[src/rtl/alu_board_pkg.sv]
// Shared board-level types and constants for the ALU demo board front end.
package alu_board_pkg;

    localparam int unsigned SYS_CLK_HZ              = 100_000_000;
    // 10 ms of stable input at the system clock rate
    localparam int unsigned DEFAULT_DEBOUNCE_CYCLES = SYS_CLK_HZ / 100;

    typedef enum logic [1:0] {
        RELEASED     = 2'd0,
        PRESS_WAIT   = 2'd1,
        PRESSED      = 2'd2,
        RELEASE_WAIT = 2'd3
    } btn_state_t;

endpackage

[src/rtl/button_channel.sv]
// One push-button channel: 2-flop synchroniser, debounce FSM, edge pulses and hold-to-repeat.
module button_channel
    import alu_board_pkg::*;
#(
    parameter int unsigned DEBOUNCE_CYCLES = DEFAULT_DEBOUNCE_CYCLES,
    parameter int unsigned REPEAT_DELAY    = 0,
    parameter int unsigned REPEAT_PERIOD   = 25_000_000
) (
    input  logic clock,
    input  logic reset,
    input  logic btn_raw,
    output logic btn_level,
    output logic btn_press,
    output logic btn_release,
    output logic btn_repeat
);

    localparam int unsigned CNT_W    = $clog2(DEBOUNCE_CYCLES) + 1;
    localparam int unsigned HOLD_LIM = REPEAT_DELAY + REPEAT_PERIOD;
    localparam int unsigned HOLD_W   = $clog2(HOLD_LIM) + 1;
    localparam bit          REPEAT_EN = (REPEAT_DELAY != 0);

    localparam logic [CNT_W-1:0]  CNT_LAST   = CNT_W'(DEBOUNCE_CYCLES - 1);
    localparam logic [HOLD_W-1:0] HOLD_FIRST = HOLD_W'(REPEAT_DELAY);
    localparam logic [HOLD_W-1:0] HOLD_WRAP  = HOLD_W'(HOLD_LIM);

    logic              sync1, sync2;
    btn_state_t        state_q, state_d;
    logic [CNT_W-1:0]  cnt_q, cnt_d;
    logic [HOLD_W-1:0] hold_q, hold_d, hold_inc;
    logic              level_q, level_d;
    logic              press_q, press_d;
    logic              release_q, release_d;
    logic              repeat_q, repeat_d;

    // State, counters, synchroniser and registered outputs
    always_ff @(posedge clock or negedge reset) begin
        if (!reset) begin
            sync1     <= 1'b0;
            sync2     <= 1'b0;
            state_q   <= RELEASED;
            cnt_q     <= '0;
            hold_q    <= '0;
            level_q   <= 1'b0;
            press_q   <= 1'b0;
            release_q <= 1'b0;
            repeat_q  <= 1'b0;
        end else begin
            sync1     <= btn_raw;
            sync2     <= sync1;
            state_q   <= state_d;
            cnt_q     <= cnt_d;
            hold_q    <= hold_d;
            level_q   <= level_d;
            press_q   <= press_d;
            release_q <= release_d;
            repeat_q  <= repeat_d;
        end
    end

    assign hold_inc = hold_q + 1'b1;

    // Next-state and next-output logic; FSM only ever looks at sync2
    always_comb begin
        state_d   = state_q;
        cnt_d     = cnt_q;
        hold_d    = hold_q;
        level_d   = level_q;
        press_d   = 1'b0;
        release_d = 1'b0;
        repeat_d  = 1'b0;

        case (state_q)
            RELEASED: begin
                if (sync2) begin
                    state_d = PRESS_WAIT;
                    cnt_d   = '0;
                end
            end
            PRESS_WAIT: begin
                if (!sync2) begin
                    state_d = RELEASED;
                end else if (cnt_q == CNT_LAST) begin
                    state_d = PRESSED;
                    press_d = 1'b1;
                    level_d = 1'b1;
                    hold_d  = '0;
                end else begin
                    cnt_d = cnt_q + 1'b1;
                end
            end
            PRESSED: begin
                if (!sync2) begin
                    state_d = RELEASE_WAIT;
                    cnt_d   = '0;
                end else if (REPEAT_EN) begin
                    // hold climbs to the first-repeat point, then cycles through one period
                    hold_d = hold_inc;
                    if (hold_inc == HOLD_FIRST) begin
                        repeat_d = 1'b1;
                    end else if (hold_inc == HOLD_WRAP) begin
                        repeat_d = 1'b1;
                        hold_d   = HOLD_FIRST;
                    end
                end
            end
            RELEASE_WAIT: begin
                if (sync2) begin
                    state_d = PRESSED;
                end else if (cnt_q == CNT_LAST) begin
                    state_d   = RELEASED;
                    release_d = 1'b1;
                    level_d   = 1'b0;
                end else begin
                    cnt_d = cnt_q + 1'b1;
                end
            end
            default: begin
                state_d = RELEASED;
            end
        endcase
    end

    assign btn_level   = level_q;
    assign btn_press   = press_q;
    assign btn_release = release_q;
    assign btn_repeat  = repeat_q;

endmodule

[src/rtl/button_conditioner.sv]
// Conditions NUM_BTN raw board buttons into clean level, press, release and repeat signals.
module button_conditioner
    import alu_board_pkg::*;
#(
    parameter int unsigned NUM_BTN         = 2,
    parameter int unsigned DEBOUNCE_CYCLES = DEFAULT_DEBOUNCE_CYCLES,
    parameter int unsigned REPEAT_DELAY    = 0,
    parameter int unsigned REPEAT_PERIOD   = 25_000_000
) (
    input  logic               clock,
    input  logic               reset,
    input  logic [NUM_BTN-1:0] btn_raw,
    output logic [NUM_BTN-1:0] btn_level,
    output logic [NUM_BTN-1:0] btn_press,
    output logic [NUM_BTN-1:0] btn_release,
    output logic [NUM_BTN-1:0] btn_repeat
);

    for (genvar i = 0; i < NUM_BTN; i++) begin : g_ch
        button_channel #(
            .DEBOUNCE_CYCLES(DEBOUNCE_CYCLES),
            .REPEAT_DELAY   (REPEAT_DELAY),
            .REPEAT_PERIOD  (REPEAT_PERIOD)
        ) u_ch (
            .clock      (clock),
            .reset      (reset),
            .btn_raw    (btn_raw[i]),
            .btn_level  (btn_level[i]),
            .btn_press  (btn_press[i]),
            .btn_release(btn_release[i]),
            .btn_repeat (btn_repeat[i])
        );
    end

endmodule

[config.mk]
export PLATFORM = sky130hd
export DESIGN_NAME = button_conditioner
export DESIGN_NICKNAME = d
export VERILOG_FILES = /design/src/rtl/alu_board_pkg.sv /design/src/rtl/button_channel.sv /design/src/rtl/button_conditioner.sv
export SDC_FILE = /design/constraint.sdc
export NUM_CORES = 1
export LEC_CHECK = 0
export BUFFER_PORTS_ARGS = -buffer_cell sky130_fd_sc_hd__buf_2
export CAP_MARGIN = 5
export CORE_MARGIN = 2
export CORE_UTILIZATION = 50
export DETAILED_ROUTE_END_ITERATION = 8
export PLACE_DENSITY = 0.67
export SYNTH_ARGS = -nofsm -noshare
export SYNTH_HDL_FRONTEND = slang
export SYNTH_SLANG_ARGS = --single-unit
[constraint.sdc]
create_clock -name clock -period 2.6 [get_ports clock]
set_input_delay 0.13 -clock clock [delete_from_list [all_inputs] [get_ports clock]]
set_output_delay 0.13 -clock clock [all_outputs]
set_load 0.02 [all_outputs]
== Yosys cells after proc, flatten, opt, wreduce, memory -nomap -nowiden ==
Index checks and enable logic that the tools add are counted.
W data, S select, Z words.
Cells by class
  add/sub/neg operators: 2
  $mul: 0
  divide/modulo/power cells: 0
  $lt $le $gt $ge: 0
  equality and inequality tests: 24
  shift-type cells: 0
  mux-type cells: 46
  bitwise operators: 0
  reductions and logical operators: 10
Operator list (count)
  $mux W21: 10
  $pmux W21 S4: 2
  $add A21 B1 Y21 const B: 2
  $eq A21 B20 Y1 const B: 2
  $mux W2: 12
  $mux W1: 18
  $ne A2 B1 Y1 const B: 8
  $pmux W2 S4: 2
  $reduce_and A4 Y1: 4
  $reduce_and A5 Y1: 2
  $eq A2 B2 Y1 const B: 4
  $ne A2 B2 Y1 const B: 4
  $ne A3 B1 Y1 const B: 2
  $ne A3 B3 Y1 const B: 2
  $eq A2 B1 Y1 const B: 2
  $logic_not A2 Y1: 2
  $pmux W1 S2: 2
  $reduce_bool A2 Y1: 2
Word-level totals
  register bits: 56
  bits in latches: 0
  bits in writable memories: 0
  bits in read-only memories: 0
  input port bits: 4
  output and inout port bits: 8
  logic and storage cells: 96
  memories: 0

== Logic depth before layout (Yosys ltp) ==
Gate-level depths: netlist (run 1).
  depth in word-level cells: 4
  gate-level depth with buffers: 8

== By module ==
A second synthesis (run 1) with hierarchy kept.
Unflattened totals
  cells, all modules: 338
  area, all modules: 3185.6 µm²
Modules (own cells, without submodules)
  button_channel (g_ch[1].u_ch): instances 1, cells each 170, area an instance 1631.6 µm², sequential area each 700.7 µm²
  button_channel (g_ch[0].u_ch): instances 1, cells each 168, area an instance 1554.0 µm², sequential area each 700.7 µm²

== Worst setup path before layout (run 1) ==
Ideal clock, no wire load.
  path type: reg2reg
  start point: register g_ch[1].u_ch.cnt_q[15]
  end point: register g_ch[1].u_ch.cnt_q[3]
  setup time: 121 ps
  data arrival time: 1834 ps
  required time: 2479 ps
  slack: 645 ps
  stages on the path, launching flop included: 6
  clock period less this slack: 1955 ps
  cells stage by stage: dfrtp_1 -> or4_4 -> nor4_4 -> a21oi_1 -> mux2_1 -> a22o_1
Between the ends
  cells in the longest elaborated chain, start to end: 4
  elaborated cells between the ends (all ways): 5
  classes of those cells: eq/ne (1); mux (4)
RTL lines
  from (decl): RTL line button_channel.sv:29  | logic [CNT_W-1:0] cnt_q, cnt_d;
  from (signal assigned): RTL line button_channel.sv:52  | cnt_q <= cnt_d;
  $eq A21 B20 Y1 *: RTL line button_channel.sv:83, button_channel.sv:110
  $mux W21 *
  $mux W21, on equally long branches
  $pmux W21 S4 *
Every way passes the cells marked *; elsewhere a longest branch is shown, timed or not. The select of a mux whose other input is x is not followed.
A chain may end at the register's enable or synchronous reset.

== Final worst setup path (run 1) ==
  start point: register g_ch[1].u_ch.cnt_q[15]
  end point: register g_ch[1].u_ch.cnt_q[16]
Between the ends
  cells in the longest elaborated chain, start to end: 4
  elaborated cells between the ends (all ways): 6
  classes of those cells: add/sub (1); eq/ne (1); mux (4)
RTL lines
  $add A21 B1 Y21 / $eq A21 B20 Y1 (equally long branches)
  $mux W21 *: RTL line button_channel.sv:83, button_channel.sv:110
  $mux W21, on equally long branches: RTL line button_channel.sv:108, button_channel.sv:81
  $pmux W21 S4 *: RTL line button_channel.sv:73  | case (state_q)
Marks and branches as above.

==> results of run 1 <==
## power by group through the flow
stage               Clock, mW  Combinational (mW)  Sequential [mW]
CTS                     0.797               0.124            0.947
floorplan                   0               0.104            0.940
finish                  0.775               0.122            0.947
global route            0.826               0.139            0.955
global placement            0               0.118            0.962
detailed placement          0               0.120            0.964
## path summary, 6_finish.rpt
check / endpoint / startpoint / depth (start not counted) / slack, ns
worst max-delay path: g_ch[1].u_ch.cnt_q[16]$_DFFE_PN0P_ / g_ch[1].u_ch.cnt_q[15]$_DFFE_PN0P_ / 5 / 0.34
worst min-delay path: g_ch[1].u_ch.cnt_q[18]$_DFFE_PN0P_ / reset / 2 / 0.22
worst max register to register: g_ch[1].u_ch.cnt_q[16]$_DFFE_PN0P_ / g_ch[1].u_ch.cnt_q[15]$_DFFE_PN0P_ / 5 / 0.34
worst min register to register: g_ch[1].u_ch.sync2$_DFF_PN0_ / g_ch[1].u_ch.sync1$_DFF_PN0_ / 0 / 0.36
max in group asynchronous: g_ch[0].u_ch.btn_press$_DFF_PN0_ / reset / 3 / 1.55
min in group clock: g_ch[1].u_ch.sync2$_DFF_PN0_ / g_ch[1].u_ch.sync1$_DFF_PN0_ / 0 / 0.36
## layer usage
layer / track usage / vias to the layer above / routed length, microns
met2: 0.340 / 25 / 3050
met1: 0.258 / 1162 / 2880
met3: 0.0337 / 8 / 164
li1: - / 1199 / -
met4: 0.0738 / 0 / 84
met5: 0 / - / 0
## state kept, by name, summed over array words and instances (netlist names), named ones only
signal                 count
g_ch.u_ch.sync2            2
g_ch.u_ch.btn_release      2
g_ch.u_ch.btn_level        2
g_ch.u_ch.sync1            2
g_ch.u_ch.cnt_q           42
g_ch.u_ch.btn_press        2
g_ch.u_ch.state_q          2
## per-stage QoR
step                area [sq um]  hold WS [ns]  instances  setup WS (ns)
floorplan                   3090        -0.166        327          0.645
CTS                         3340         0.229        404          0.355
detailed placement          3150        0.0525        393          0.376
global route                3340         0.279        404          0.253
finish                      3340         0.225        404          0.340
global placement            3150        0.0492        393          0.439
## kinds of logic (layout without fill, tap and decap cells)
logic type / Yosys count / count (layout) / synth area share
simple gates: 143 / 143 / 0.260
mux: 9 / 9 / 0.0320
fa+ha+maj: 2 / 2 / 0.00811
compound gates: 73 / 73 / 0.165
buf+inv: 33 / 35 / 0.0543
xor+xnor: 9 / 9 / 0.0255
flops: 56 / 56 / 0.454
other cells: 1 / 2 / 0.00122
## cells in the final DEF (no fill, tap or decap), types with 3 or more instances in the layout
cell type / count
buf_2: 9
o21ai_0: 17
and3_1: 5
nand3_1: 23
buf_4: 7
nand2_1: 32
and4_1: 3
dlygate4sd3_1: 3
a21o_1: 5
nor2_1: 21
a22o_1: 13
xnor2_1: 6
mux2_2: 5
bufinv_16: 3
or3_1: 7
dfrtp_1: 56
nor4_1: 6
a31oi_1: 5
nor3b_1: 5
and2_1: 4
nand4_1: 11
nor3_1: 7
o211ai_1: 4
clkbuf_8: 5
inv_1: 8
a21oi_1: 12
nand3b_1: 3
## cell type report
| class | instances | area (sq um) | area share |
|---|---|---|---|
| Clock inverter | 3 | 90.1 | 0.0270 |
| Tap cell | 75 | 93.8 | 0.0281 |
| Multi-Input combinational cell | 238 | 1530 | 0.457 |
| Clock buffer | 5 | 68.8 | 0.0206 |
| Inverter | 8 | 30.0 | 0.00899 |
| Sequential cell | 56 | 1400 | 0.420 |
| Timing Repair Buffer | 19 | 128 | 0.0382 |
## what timing repair did
action | CTS | global route
endpoints found under the hold margin | 16 | 0
resized for setup | 0 | 0
hold buffers | 3 | 0
==> impl_metrics.env, run 1 <==
export IMPL_place_congestion=0.855
export IMPL_status="complete, no violations"
export IMPL_combPwrFrac=0.066
export IMPL_drt_iter0_drc=107
export IMPL_switchingPower_mw=0.408
export IMPL_yosysMostFrequentCell="dfrtp_1"
export IMPL_htree_levels=2
export IMPL_grt_ovfl_total=0
export IMPL_coreArea_sq_um=5960
export IMPL_ir_drop_uv=340
export IMPL_post_route_period_util=0.869
export IMPL_fp_dieH_microns=82.6
export IMPL_synthCells=326
export IMPL_diodes=0
export IMPL_nNetsFinal=334
export IMPL_p_seq_frac=0.514
export IMPL_ys_seq_area_frac=0.454
export IMPL_cts_setup_buffers=0
export IMPL_syn_area_sq_um=3090
export IMPL_cts_path_max_buffers=2
export IMPL_grt_use_total=0.201
export IMPL_clk_pin_slew_ns=0.10
export IMPL_die_w_microns=82.6
export IMPL_rows=28
export IMPL_antenna_found_initial=0
export IMPL_route_vias_total=2394
export IMPL_avgSynthCellArea_sq_um=9.46
export IMPL_critPathTopFamily="simple AND/OR/NAND/NOR gates"
export IMPL_end_kind="register"
export IMPL_cts_tree="built"
export IMPL_wl_microns=6180
export IMPL_postLayoutCoreUtil=0.561
export IMPL_powerDensity_nw_per_um2=552
export IMPL_fin_skew_ns=0.00795
export IMPL_ys_flop_type="dfrtp_1"
export IMPL_sw_frac_of_total=0.221
export IMPL_hpwl_microns=4240
export IMPL_start_util=0.518
export IMPL_cts_root_buffer="clkbuf_8"
export IMPL_synth_top_area_cell="dfrtp_1"
export IMPL_min_path_type="input port to asynchronous set/reset pin"
export IMPL_synth_cell_types=56
export IMPL_required_ns=2.81
export IMPL_area_delta_synth_final_pct=8.23
export IMPL_maxClockFrequency_ghz=0.443
export IMPL_post_route_cells_drive_above_1_share=0.128
export IMPL_drv_slew=0
export IMPL_io_buffers=9
export IMPL_startpoint_type="register"
export IMPL_slowest_stage="or4_4"
export IMPL_final_hold_violation_count=0
export IMPL_ant_nets=0
export IMPL_cp_cell_sequence="or4_4 > nor4_4 > a21oi_2 > and3_1 > a211o_1"
export IMPL_drv_cap=0
export IMPL_async_flop_share=1.00
export IMPL_p_leak_nw=1.41
export IMPL_grt_pass1_wl_microns=10600
export IMPL_clkPwrFrac=0.420
export IMPL_drtPass1Iterations=5
export IMPL_io_pins=12
export IMPL_worst_path_buf_inv=0
export IMPL_vias_per_cell=5.93
export IMPL_max_slew_margin_rel=0.484
export IMPL_netlist_area_leader_share=0.454
export IMPL_p_total_mw=1.84
export IMPL_synth_seq_cells=56
export IMPL_max_stage_delay_ns=0.56
export IMPL_die_area_sq_um=6820
export IMPL_setup_viol=0
export IMPL_setup_tns_ns=0
export IMPL_synth_warning_count=0
export IMPL_critPathMaxFanout=15
export IMPL_critPathKind="register to register"
export IMPL_rsz0062_at_grt="false"
export IMPL_synthTopCellsByCount="dfrtp_1, nand2_1, nand3_1"
export IMPL_grt_pass1_vias=2268
export IMPL_numCtsBuffers=5
export IMPL_wire_per_inst_microns=15.3
export IMPL_cp_arrival_ns=2.47
export IMPL_final_min_clock_period_ns=2.26
export IMPL_grt_max_degree=43
export IMPL_fill_cells=562
export IMPL_tightest_slew_ns=0.774
export IMPL_yosys_top_cells_area="dfrtp_1, nand2_1, nand3_1, a22o_1, o21ai_0"
export IMPL_p_int_mw=1.44
export IMPL_cts_sinks=56
export IMPL_synth_edff_count=0
export IMPL_drcViolationCount=0
export IMPL_clock_latency_ns=0.32
No activity file was read; power rests on OpenSTA's default activity.
==> run 2: changes to the inputs <==
- PLACE_DENSITY: 0.67 -> default
- PLACE_DENSITY_LB_ADDON: default -> 0.2
==> impl_metrics.env, run 2 (same netlist as run 1, synthesis figures left out) <==
export IMPL_io_buffers=9
export IMPL_min_path_type="input port to asynchronous set/reset pin"
export IMPL_drtPass1Iterations=4
export IMPL_die_area_sq_um=6820
export IMPL_cts_resized=0
export IMPL_rows=28
export IMPL_final_min_clock_period_ns=2.24
export IMPL_cts_setup_buffers=0
export IMPL_numCtsBuffers=5
export IMPL_fill_cells=550
export IMPL_stdcell_area_sq_um=3280
export IMPL_cts_root_buffer="clkbuf_8"
export IMPL_wl_microns=6090
export IMPL_r2r_start="g_ch[1].u_ch.cnt_q[15]$_DFFE_PN0P_"
export IMPL_post_route_cells_drive_above_1_share=0.130
export IMPL_setup_viol=0
export IMPL_grt_pass1_wl_microns=10400
export IMPL_ant_nets=0
export IMPL_coreArea_sq_um=5960
export IMPL_grt_pass1_vias=2283
export IMPL_nNetsFinal=335
export IMPL_dp_slack_ns=0.399
export IMPL_max_slew_margin_rel=0.496
export IMPL_setup_ws_ns=0.359
export IMPL_final_cell_mix="dfrtp_1, nand2_1, nand3_1"
export IMPL_clkPwrFrac=0.314
export IMPL_drt_iter0_drc=148
export IMPL_vias_per_cell=5.86
export IMPL_seqCellArea_sq_um=1400
export IMPL_required_ns=2.80
export IMPL_post_route_period_util=0.862
export IMPL_clock_latency_ns=0.30
export IMPL_htree_levels=2
export IMPL_largest_register_ffs=42
export IMPL_rsz0062_at_grt="false"
export IMPL_placed_area_sq_um=3160
export IMPL_antenna_found_initial=0
export IMPL_p_int_mw=1.17
export IMPL_powerDensity_nw_per_um2=476
export IMPL_sw_frac_of_total=0.251
export IMPL_mostFrequentLayoutCell="dfrtp_1"
export IMPL_area_delta_synth_final_pct=6.33
export IMPL_p_seq_frac=0.606
export IMPL_cts_sinks=56
export IMPL_dp_cells=394
export IMPL_tightest_slew_ns=0.756
export IMPL_p_leak_nw=1.39
export IMPL_setup_tns_ns=0
export IMPL_switchingPower_mw=0.392
export IMPL_regMostFlops="g_ch.u_ch.cnt_q"
export IMPL_cts_tree="built"
export IMPL_crit_path_start="g_ch[1].u_ch.cnt_q[15]$_DFFE_PN0P_"
export IMPL_grt_use_total=0.196
export IMPL_drcViolationCount=0
export IMPL_ir_drop_uv=357
export IMPL_fin_cells=405
export IMPL_grt_ovfl_total=0
export IMPL_final_hold_violation_count=0
export IMPL_rr_endpoint="g_ch[1].u_ch.cnt_q[16]$_DFFE_PN0P_"
export IMPL_route_vias_total=2372
export IMPL_reg2reg_depth=5
export IMPL_regToRegSetupSlack_ns=0.36
export IMPL_fin_skew_ns=0.00573
export IMPL_clk_pin_slew_ns=0.10
export IMPL_fp_dieH_microns=82.6
export IMPL_combPwrFrac=0.080
export IMPL_die_w_microns=82.6
export IMPL_cp_arrival_ns=2.44
export IMPL_critPathMaxFanout=15
export IMPL_io_pins=12
export IMPL_multi_input_area_sq_um=1530
export IMPL_wire_per_inst_microns=15.0
export IMPL_drv_slew=0
export IMPL_diodes=0
export IMPL_grt_max_degree=38
export IMPL_start_util=0.518
export IMPL_critPathKind="register to register"
export IMPL_place_congestion=0.852
export IMPL_hpwl_microns=4220
export IMPL_maxClockFrequency_ghz=0.446
export IMPL_startpoint_type="register"
export IMPL_cts_path_max_buffers=2
export IMPL_status="complete, no violations"
export IMPL_hold_slack_ns=0.303
export IMPL_drv_cap=0
export IMPL_end_kind="register"
==> run 2: cell types whose count changed in the layout (fill, tap and decap cells not counted) <==
cell | previous run | this run
buf_4 | 7 | 8
clkbuf_8 | 5 | 6
clkinv_2 | 0 | 2
bufinv_16 | 3 | 0
==> run 2: area by class of cell <==
cell class,instances,area share
flip-flops and latches,56,0.427
clock buffers,6,0.0252
multi-input cells,238,0.466
well taps,75,0.0286
inverters,8,0.00915
repair buffers,20,0.0412
clock inverters,2,0.00305
==> run 2: how the worst max path moves through the flow <==
stage	to	slack, ns	depth (start not counted)
global route	g_ch[1].u_ch.cnt_q[5]$_DFFE_PN0P_	0.22	5
floorplan	g_ch[1].u_ch.cnt_q[3]$_DFFE_PN0P_	0.65	5
finish	g_ch[1].u_ch.cnt_q[16]$_DFFE_PN0P_	0.36	5
detailed placement	g_ch[1].u_ch.cnt_q[16]$_DFFE_PN0P_	0.40	5
global placement	g_ch[1].u_ch.cnt_q[16]$_DFFE_PN0P_	0.44	5
CTS	g_ch[1].u_ch.cnt_q[16]$_DFFE_PN0P_	0.38	5
==> run 2: worst max-delay path: stages (launching register included) <==
cell	delay [ns]
dfrtp_1	0.44
or4_4	0.56
nor4_4	0.34
a21oi_2	0.28
and3_1	0.26
a211o_1	0.25
==> run 2: power by group through the flow <==
| stage | clock network [mW] | logic (mW) | registers [mW] |
|---|---|---|---|
| after CTS | 0.512 | 0.127 | 0.946 |
| final | 0.490 | 0.125 | 0.947 |
| after detailed placement | 0 | 0.123 | 0.964 |
| after floorplan | 0 | 0.104 | 0.940 |
| after global placement | 0 | 0.120 | 0.961 |
| after global routing | 0.544 | 0.143 | 0.955 |
==> run 2: stage by stage <==
stage	power, mW	util
6_report	1.56	0.551
5_1_grt	1.64	0.551
4_1_cts	1.59	0.551
3_5_place_dp	1.09	0.530
3_3_place_gp	1.08	0.530
2_1_floorplan	1.04	-
==> run 2: what timing repair did <==
action / CTS / global route
hold buffers: 3 / 0
hold endpoints to repair: 21 / 0
endpoints found under the setup margin: 0 / 0
==> run 2: per-layer routing <==
layer  vias to the layer above  wire length, microns  global-route usage
li1                       1195                     -                   -
met1                      1130                  2830               0.263
met2                        40                  2980               0.323
met3                         7                   204              0.0326
met4                         0                    80              0.0639
met5                         -                     0                   0
